File: src/rtl/program_counter.sv
// Fetch-stage program counter: IDLE/RUN/HALTED sequencer with relative jumps and sticky halt.
// Optional build macro PC_OVERFLOW_TRAP_EN: halt instead of wrapping on address overflow.
module program_counter #(
    parameter int unsigned         PC_WIDTH     = 16,
    parameter int unsigned         OFFSET_WIDTH = 8,
    parameter logic [PC_WIDTH-1:0] RESET_PC     = '0,
    parameter int unsigned         STEP         = 1
) (
    input  logic                    clk,
    input  logic                    reset,
    input  logic                    start,
    input  logic                    halt,
    input  logic                    jump,
    input  logic [OFFSET_WIDTH-1:0] jump_value,
    output logic [PC_WIDTH-1:0]     PC
);

    typedef enum logic [1:0] {
        StIdle   = 2'b00,
        StRun    = 2'b01,
        StHalted = 2'b10
    } state_e;

`ifdef PC_OVERFLOW_TRAP_EN
    localparam bit TrapEn = 1'b1;
`else
    localparam bit TrapEn = 1'b0;
`endif

    localparam logic [PC_WIDTH:0] StepExt = (PC_WIDTH + 1)'(STEP);

    state_e state;

    logic [PC_WIDTH:0] inc_sum;
    logic [PC_WIDTH:0] jump_sum;
    logic [PC_WIDTH:0] offset_ext;

    // Sums carry one extra bit; bit PC_WIDTH set means the result left the address space
    // (carry past the top, or a negative offset borrowing below zero).
    always_comb begin
        offset_ext = {{(PC_WIDTH + 1 - OFFSET_WIDTH){jump_value[OFFSET_WIDTH-1]}}, jump_value};
        inc_sum    = {1'b0, PC} + StepExt;
        jump_sum   = {1'b0, PC} + offset_ext;
    end

    always_ff @(posedge clk or posedge reset) begin
        if (reset) begin
            state <= StIdle;
            PC    <= RESET_PC;
        end else begin
            unique case (state)
                StIdle: begin
                    PC <= RESET_PC;
                    if (start) state <= StRun;
                end
                StRun: begin
                    if (halt) begin
                        state <= StHalted;
                    end else if (jump) begin
                        if (TrapEn && jump_sum[PC_WIDTH]) state <= StHalted;
                        else                              PC    <= jump_sum[PC_WIDTH-1:0];
                    end else begin
                        if (TrapEn && inc_sum[PC_WIDTH]) state <= StHalted;
                        else                             PC    <= inc_sum[PC_WIDTH-1:0];
                    end
                end
                StHalted: begin
                    if (start && !halt) state <= StRun;
                end
                default: begin
                    state <= StIdle;
                    PC    <= RESET_PC;
                end
            endcase
        end
    end

endmodule

File: config.mk
export PLATFORM = sky130hd
export DESIGN_NAME = program_counter
export DESIGN_NICKNAME = d
export VERILOG_FILES = /design/src/rtl/program_counter.sv
export SDC_FILE = /design/constraint.sdc
export NUM_CORES = 1
export LEC_CHECK = 0
export CELL_PAD_IN_SITES_DETAIL_PLACEMENT = 1
export CELL_PAD_IN_SITES_GLOBAL_PLACEMENT = 2
export CORE_ASPECT_RATIO = 1.4
export CORE_MARGIN = 2
export CORE_UTILIZATION = 30
export CTS_CLUSTER_DIAMETER = 60
export CTS_CLUSTER_SIZE = 30
export DETAILED_ROUTE_END_ITERATION = 8
export HOLD_SLACK_MARGIN = 0.08
export PLACE_DENSITY = 0.85
export SLEW_MARGIN = 20
export SYNTH_ARGS = -nofsm -noshare
export SYNTH_HDL_FRONTEND = slang
export SYNTH_SLANG_ARGS = --single-unit
File: constraint.sdc
create_clock -name clk -period 2.5 [get_ports clk]
set_input_delay 0.375 -clock clk [delete_from_list [all_inputs] [get_ports clk]]
set_output_delay 0.375 -clock clk [all_outputs]
set_load 0.01 [all_outputs]
==> flow_metrics.py, run 1 <==
metrics = {
    "outcome": {
        "outcome": "finished with violations",
        "violations": "setup timing",
    },
    "sta": {
        "post-route-min-period_ns": 2.52,
        "relSlewSlack_pct": 46.2,
        "max_freq_ghz": 0.397,
        "worst_slack_ns": -0.0181,
        "fin_worst_skew_ns": 0.00625,
        "worst_pin_slew_ns": 0.806,
        "hold_violations": 0,
        "finalSetupViolations": 1,
        "finalMaxSlewViolations": 0,
        "fin_crit_sh_pct": 101,
    },
    "yosys": {
        "yosysSeqAreaShare_pct": 31.7,
        "ys_top_cells_by_count": "nand2_1 (19), dfrtp_1 (18), a21oi_1 (14)",
        "synth_top_area_share_pct": 31.7,
        "synthArstFlopShare_pct": 100,
        "synth_fp_nets": 191,
        "yosys-top-cells-area": "dfrtp_1 (32%), ha_1 (7.9%), nand2_1 (5.0%), a21oi_1 (4.9%), and2_1 (3.5%)",
        "synth_flop_cell": "dfrtp_1",
        "syn_avg_cell_area_sq_um": 8.45,
        "post-synth-top-area-cell": "dfrtp_1",
        "syn_area_sq_mm": 0.00142,
        "syn-instance-count": 168,
        "ys_ff_latch": 18,
        "yosysMostFrequentCell": "nand2_1",
        "synth_edf_count": 0,
        "synth_cell_types": 53,
        "ys.warnings.count": 0,
    },
    "hold_path": {
        "hold_path_end": "state[0]",
        "hp-start": "state[1]",
        "hp-class": "reg -> reg",
        "hold-path-cell-count": 1,
    },
    "detailed_routing": {
        "drc_errors": 0,
        "wl_mm": 5.31,
        "vias": 1609,
        "ant_nets": 0,
        "dr.first_iter.drc_count": 71,
        "avgRoutedWirePerCell_um": 18.1,
        "first_pass_iters": 4,
        "routed_via_density": 5.49,
    },
    "power_and_ir_drop": {
        "clkPwrFrac_pct": 14.6,
        "p_leak_nw": 1.01,
        "power.internal_mw": 1.03,
        "ir_drop_v": 0.000287,
        "p_seq_share_pct": 27.8,
        "power_frac_comb_pct": 57.5,
        "power_switching_uw": 723,
        "swShare_pct": 41.3,
        "power_density_mw_per_mm2": 767,
    },
    "final_layout": {
        "fin_util_pct": 50.3,
        "syn2layout_area_growth_pct": 60.5,
        "num-nets-final": 255,
        "drive_above_1_share_pct": 31.6,
        "stdcell_area_sq_mm": 0.00228,
        "insertedDiodeCount": 0,
    },
    "setup_path": {
        "criticalPathCategory": "in -> reg",
        "timing.rr.end": "PC[14]",
        "cp_top_family": "buffers and inverters",
        "reg2reg_from": "PC[0]",
        "cp_max_fo": 3,
        "slowest_stage": "clkdlybuf4s50_1",
        "r2r_setup_slack_ns": 0.03,
        "cpPeakStageDelay_ns": 0.48,
        "cp.required_ns": 2.62,
        "reg2regPathDepth": 11,
        "crit_path_end_kind": "flop",
        "crit_top_cell": "buf_4",
        "cp-start-kind": "input port",
        "cp_data_arrival_time_ns": 2.64,
        "crit_path_cell_trace": "clkdlybuf4s50_1 > nand2_2 > fa_2 > nand2b_4 > a21oi_4 > o211ai_1 > buf_4 > buf_4 > a31oi_4 > xnor2_1 > o21ai_0",
        "crit_buf_inv": 3,
    },
    "floorplanning": {
        "die_w_um": 62.2,
        "design.core.area_sq_mm": 0.00454,
        "start_util_pct": 31.3,
        "die_y_um": 85.4,
        "io-pin-count": 29,
        "fp.dieArea_sq_mm": 0.00531,
        "num_rows": 29,
    },
    "clocking": {
        "clock_latency_ns": 0.27,
        "path_clk_slew_ns": 0.08,
        "hold_buffers": 0,
        "cts_sinks": 18,
        "cts_buffers": 3,
        "clock-root-buffer": "clkbuf_8",
        "h-tree-depth": 1,
        "cts_tree": "built",
        "clk_path_buf_depth": 2,
    },
    "run": {
        "max_cap_viol_count": 0,
    },
    "global_routing": {
        "grtUsageTotal_pct": 20.4,
        "grt_max_degree": 19,
        "grt_pass1_wl_mm": 8.58,
        "first_global_vias": 1758,
        "grt.overflow.total": 0,
        "antenna_found_initial": 0,
    },
    "placement": {
        "io_buffers": 28,
        "placed_area_sq_mm": 0.00196,
        "place.gp.congestion": 0.935,
        "place_hpwl_mm": 3.75,
    },
}
-- per-layer routing --
layer  vias up  track usage [%]  wire length, um
li1        752                -                -
met1       799             21.2             2000
met2        45             39.5             3010
met3        13             2.52              160
met4         0             10.7              144
met5         -                0                0
-- state kept, by name (all words and copies together) (netlist names) --
name / count
PC: 16
state: 2
-- repair_timing --
item | CTS | global route
setup buffers | 2 | 8
gates resized for setup | 12 | 25
endpoints found under the setup margin | 8 | 7
endpoints found under the hold margin | 0 | 0
pin swaps | 5 | 13
-- worst max path at each step --
stage	from	endpoint	slack (ns)	depth (start not counted)
floorplan	jump_value[0]	PC[10]	0.20	10
global placement	jump	PC[10]	-0.49	10
detailed placement	jump	PC[14]	-0.57	12
CTS	jump	PC[15]	0.003	10
global route	jump_value[1]	PC[14]	-0.08	11
finish	jump_value[1]	PC[14]	-0.02	11
-- area by class of cell --
| cell class | count | area (sq um) |
|---|---|---|
| multi-input combinational | 135 | 1110 |
| inverter | 10 | 37.5 |
| tap | 62 | 77.6 |
| fill | 518 | 2260 |
| clock buffer | 4 | 55.1 |
| timing repair buffer | 64 | 551 |
| sequential | 18 | 450 |
-- power groups by stage --
stage               Sequential, mW  Combinational [mW]  Clock (mW)
finish                       0.487                1.01       0.255
global route                 0.503                1.09       0.271
CTS                          0.474               0.926       0.259
detailed placement           0.478               0.896           0
global placement             0.469               0.853           0
floorplan                    0.487               0.452           0
-- cell families after synthesis --
family,synth area share (%)
and+or+nand+nor,23.9
DFF,31.7
muxes,1.50
AOI/OAI and AO/OA,25.8
xor gates and xnor gates,3.70
buffers and inverters,4.05
adders and majority gates,9.34
-- layout by cell type (no fill, tap or decap), drive strengths merged, types with 2 or more instances in the layout --
| cell type | Yosys | routed |
|---|---|---|
| buf | 1 | 36 |
| clkdlybuf4s50 | 0 | 25 |
| nand2 | 19 | 19 |
| dfrtp | 18 | 18 |
| a21oi | 14 | 14 |
| o21ai | 9 | 9 |
| inv | 9 | 9 |
| ha | 9 | 9 |
| and2 | 8 | 8 |
| nor3 | 6 | 6 |
| nand3 | 6 | 6 |
| nor2 | 6 | 6 |
| clkbuf | 4 | 5 |
| xnor2 | 4 | 4 |
| a21o | 4 | 4 |
| or3 | 4 | 4 |
| o22ai | 3 | 3 |
| nand2b | 3 | 3 |
| a32o | 2 | 2 |
| xor2 | 2 | 2 |
| nand4 | 2 | 2 |
| nor4 | 2 | 2 |
| o211ai | 2 | 2 |
| dlymetal6s2s | 0 | 2 |
| a31oi | 2 | 2 |
| and3 | 2 | 2 |
-- metrics by stage --
step                std cells  setup TNS, ns  worst slack, ns  power (mW)  hold WS [ns]
finish                    293        -0.0181          -0.0181        1.75         0.517
global route              293         -0.171          -0.0850        1.87         0.550
CTS                       286              0          0.00278        1.66         0.523
detailed placement        280          -4.06           -0.573        1.37         0.512
global placement          280          -3.36           -0.488        1.32         0.478
floorplan                 168              0            0.205       0.939         0.314
(Power assumes the default switching activity.)
==> inputs of run 2 (changes only) <==
--- a/config.mk
+++ b/config.mk
@@ -8,7 +8,6 @@
 export CELL_PAD_IN_SITES_DETAIL_PLACEMENT = 1
 export CELL_PAD_IN_SITES_GLOBAL_PLACEMENT = 2
 export CORE_ASPECT_RATIO = 1.4
-export CORE_MARGIN = 2
 export CORE_UTILIZATION = 30
 export CTS_CLUSTER_DIAMETER = 60
 export CTS_CLUSTER_SIZE = 30
==> flow_metrics.py, run 2 (same netlist as run 1, synthesis figures left out) <==
metrics = {
    "sta": {
        "tns_ns": 0,
        "finalSetupViolations": 0,
        "grt_setup_unrepaired": "true",
        "relSlewSlack_pct": 49.7,
        "max_freq_ghz": 0.407,
        "post-route-min-period_ns": 2.46,
        "fin_worst_skew_ns": 0.00430,
        "finalMaxSlewViolations": 0,
        "hold_violations": 0,
        "fin_crit_sh_pct": 98.2,
        "worst_slack_ns": 0.0447,
        "worst_pin_slew_ns": 0.754,
    },
    "hold_path": {
        "hold-path-cell-count": 1,
        "hp-start": "state[1]",
        "hold_path_end": "state[0]",
        "hp-class": "reg -> reg",
    },
    "final_layout": {
        "largest_reg_flops": 16,
        "drive_above_1_share_pct": 26.9,
        "largest_register": "PC",
        "top_regs": "PC: 16 flops, state: 2 flops",
        "stdcell_area_sq_mm": 0.00215,
        "num-nets-final": 251,
        "stdcell_count": 289,
        "syn2layout_area_growth_pct": 51.5,
        "final_cell_mix": "buf_4 (32), clkdlybuf4s50_1 (26), nand2_1 (19)",
        "insertedDiodeCount": 0,
        "final_common_cell": "buf_4",
    },
    "power_and_ir_drop": {
        "clkPwrFrac_pct": 15.1,
        "swShare_pct": 41.5,
        "ir_drop_v": 0.000351,
        "p_seq_share_pct": 28.0,
        "power_frac_comb_pct": 56.9,
        "power_switching_uw": 709,
        "power_density_mw_per_mm2": 794,
        "p_leak_nw": 0.974,
        "power.internal_uw": 1000,
    },
    "floorplanning": {
        "design.core.area_sq_mm": 0.00454,
        "die_y_um": 83.4,
        "start_util_pct": 31.3,
        "die_w_um": 60.2,
        "io-pin-count": 29,
        "fp.dieArea_sq_mm": 0.00502,
        "num_rows": 29,
    },
    "clocking": {
        "h-tree-depth": 1,
        "clock-root-buffer": "clkbuf_8",
        "cts_tree": "built",
        "cts_sinks": 18,
        "cts_buffers": 3,
        "clock_latency_ns": 0.27,
        "clk_path_buf_depth": 2,
        "path_clk_slew_ns": 0.08,
        "hold_buffers": 0,
    },
    "setup_path": {
        "cp.required_ns": 2.65,
        "cp_data_arrival_time_ns": 2.60,
        "reg2regPathDepth": 6,
        "cp_max_fo": 3,
        "criticalPathCategory": "in -> reg",
        "timing.rr.end": "PC[15]",
        "crit_buf_inv": 1,
        "cp-start-kind": "input port",
        "crit_path_cell_trace": "clkdlybuf4s50_1 > and2_1 > ha_1 > nand3_1 > a21oi_2 > o2111ai_2 > and3_4 > o211ai_1 > or3b_1",
        "reg2reg_from": "PC[12]",
        "slowest_stage": "clkdlybuf4s50_1",
        "cp_top_family": "simple AND/OR/NAND/NOR gates",
        "startpoint": "jump_value[2]",
        "r2r_setup_slack_ns": 0.11,
        "crit_path_end_kind": "flop",
        "cpPeakStageDelay_ns": 0.40,
    },
    "placement": {
        "io_buffers": 28,
        "dp_slack_ns": -0.567,
        "placed_area_sq_mm": 0.00198,
        "place_hpwl_mm": 3.82,
        "dp.cells": 282,
        "place.gp.congestion": 0.878,
    },
    "global_routing": {
        "grt_max_degree": 19,
        "antenna_found_initial": 0,
        "first_global_vias": 1793,
        "grt_pass1_wl_mm": 8.58,
        "grtUsageTotal_pct": 22.7,
        "grt.overflow.total": 0,
    },
    "detailed_routing": {
        "routed_via_density": 5.47,
        "dr.first_iter.drc_count": 51,
        "wl_met2_mm": 3.05,
        "avgRoutedWirePerCell_um": 18.2,
        "drt-met1-wl_mm": 1.91,
        "wl_mm": 5.25,
        "ant_nets": 0,
        "first_pass_iters": 4,
        "vias": 1580,
        "top_layer": "met4",
        "dr_wl_met3_um": 171,
        "drc_errors": 0,
    },
    "run": {
        "max_cap_viol_count": 0,
    },
    "outcome": {
        "outcome": "complete, no violations",
    },
}
## run 2: what timing repair did
| action | CTS | global route |
|---|---|---|
| buffers inserted | 3 | 0 |
| setup endpoints to repair | 8 | 7 |
| pin swaps | 6 | 7 |
| gates resized for setup | 17 | 7 |
## run 2: area by class of cell
cell class	instances	area, sq um
fill	534	2380
multi-input combinational	135	1020
timing repair buffer	60	514
sequential	18	450
tap	62	77.6
clock buffer	4	55.1
inverter	10	37.5
## run 2: metal layers
layer  vias to the layer above  global-route usage (%)
li1                        740                       -
met1                       778                    23.1
met2                        49                    44.1
met3                        13                    2.96
met4                         0                    7.82
met5                         -                       0
## run 2: how the worst max path moves through the flow
stage | to | slack, ns | depth (start not counted)
2_1_floorplan | PC[10] | 0.20 | 10
3_3_place_gp | PC[14] | -0.46 | 12
3_5_place_dp | PC[14] | -0.57 | 12
4_1_cts | PC[15] | 0.01 | 10
5_1_grt | PC[15] | -0.02 | 9
6_report | PC[15] | 0.04 | 9
## run 2: power groups by stage
stage                     Clock (mW)  Combinational, mW  Sequential [mW]
after detailed placement           0              0.916            0.477
final                          0.257              0.972            0.479
after global placement             0              0.868            0.474
after floorplan                    0              0.452            0.487
after CTS                      0.262              0.956            0.478
after global routing           0.272               1.06            0.494
## run 2: stage by stage
step	total power, mW	utilization [%]	hold WS (ns)
after CTS	1.70	47.0	0.516
after floorplan	0.939	-	0.314
final	1.71	47.4	0.521
after global placement	1.34	43.6	0.482
after global routing	1.83	47.4	0.545
after detailed placement	1.39	43.6	0.507
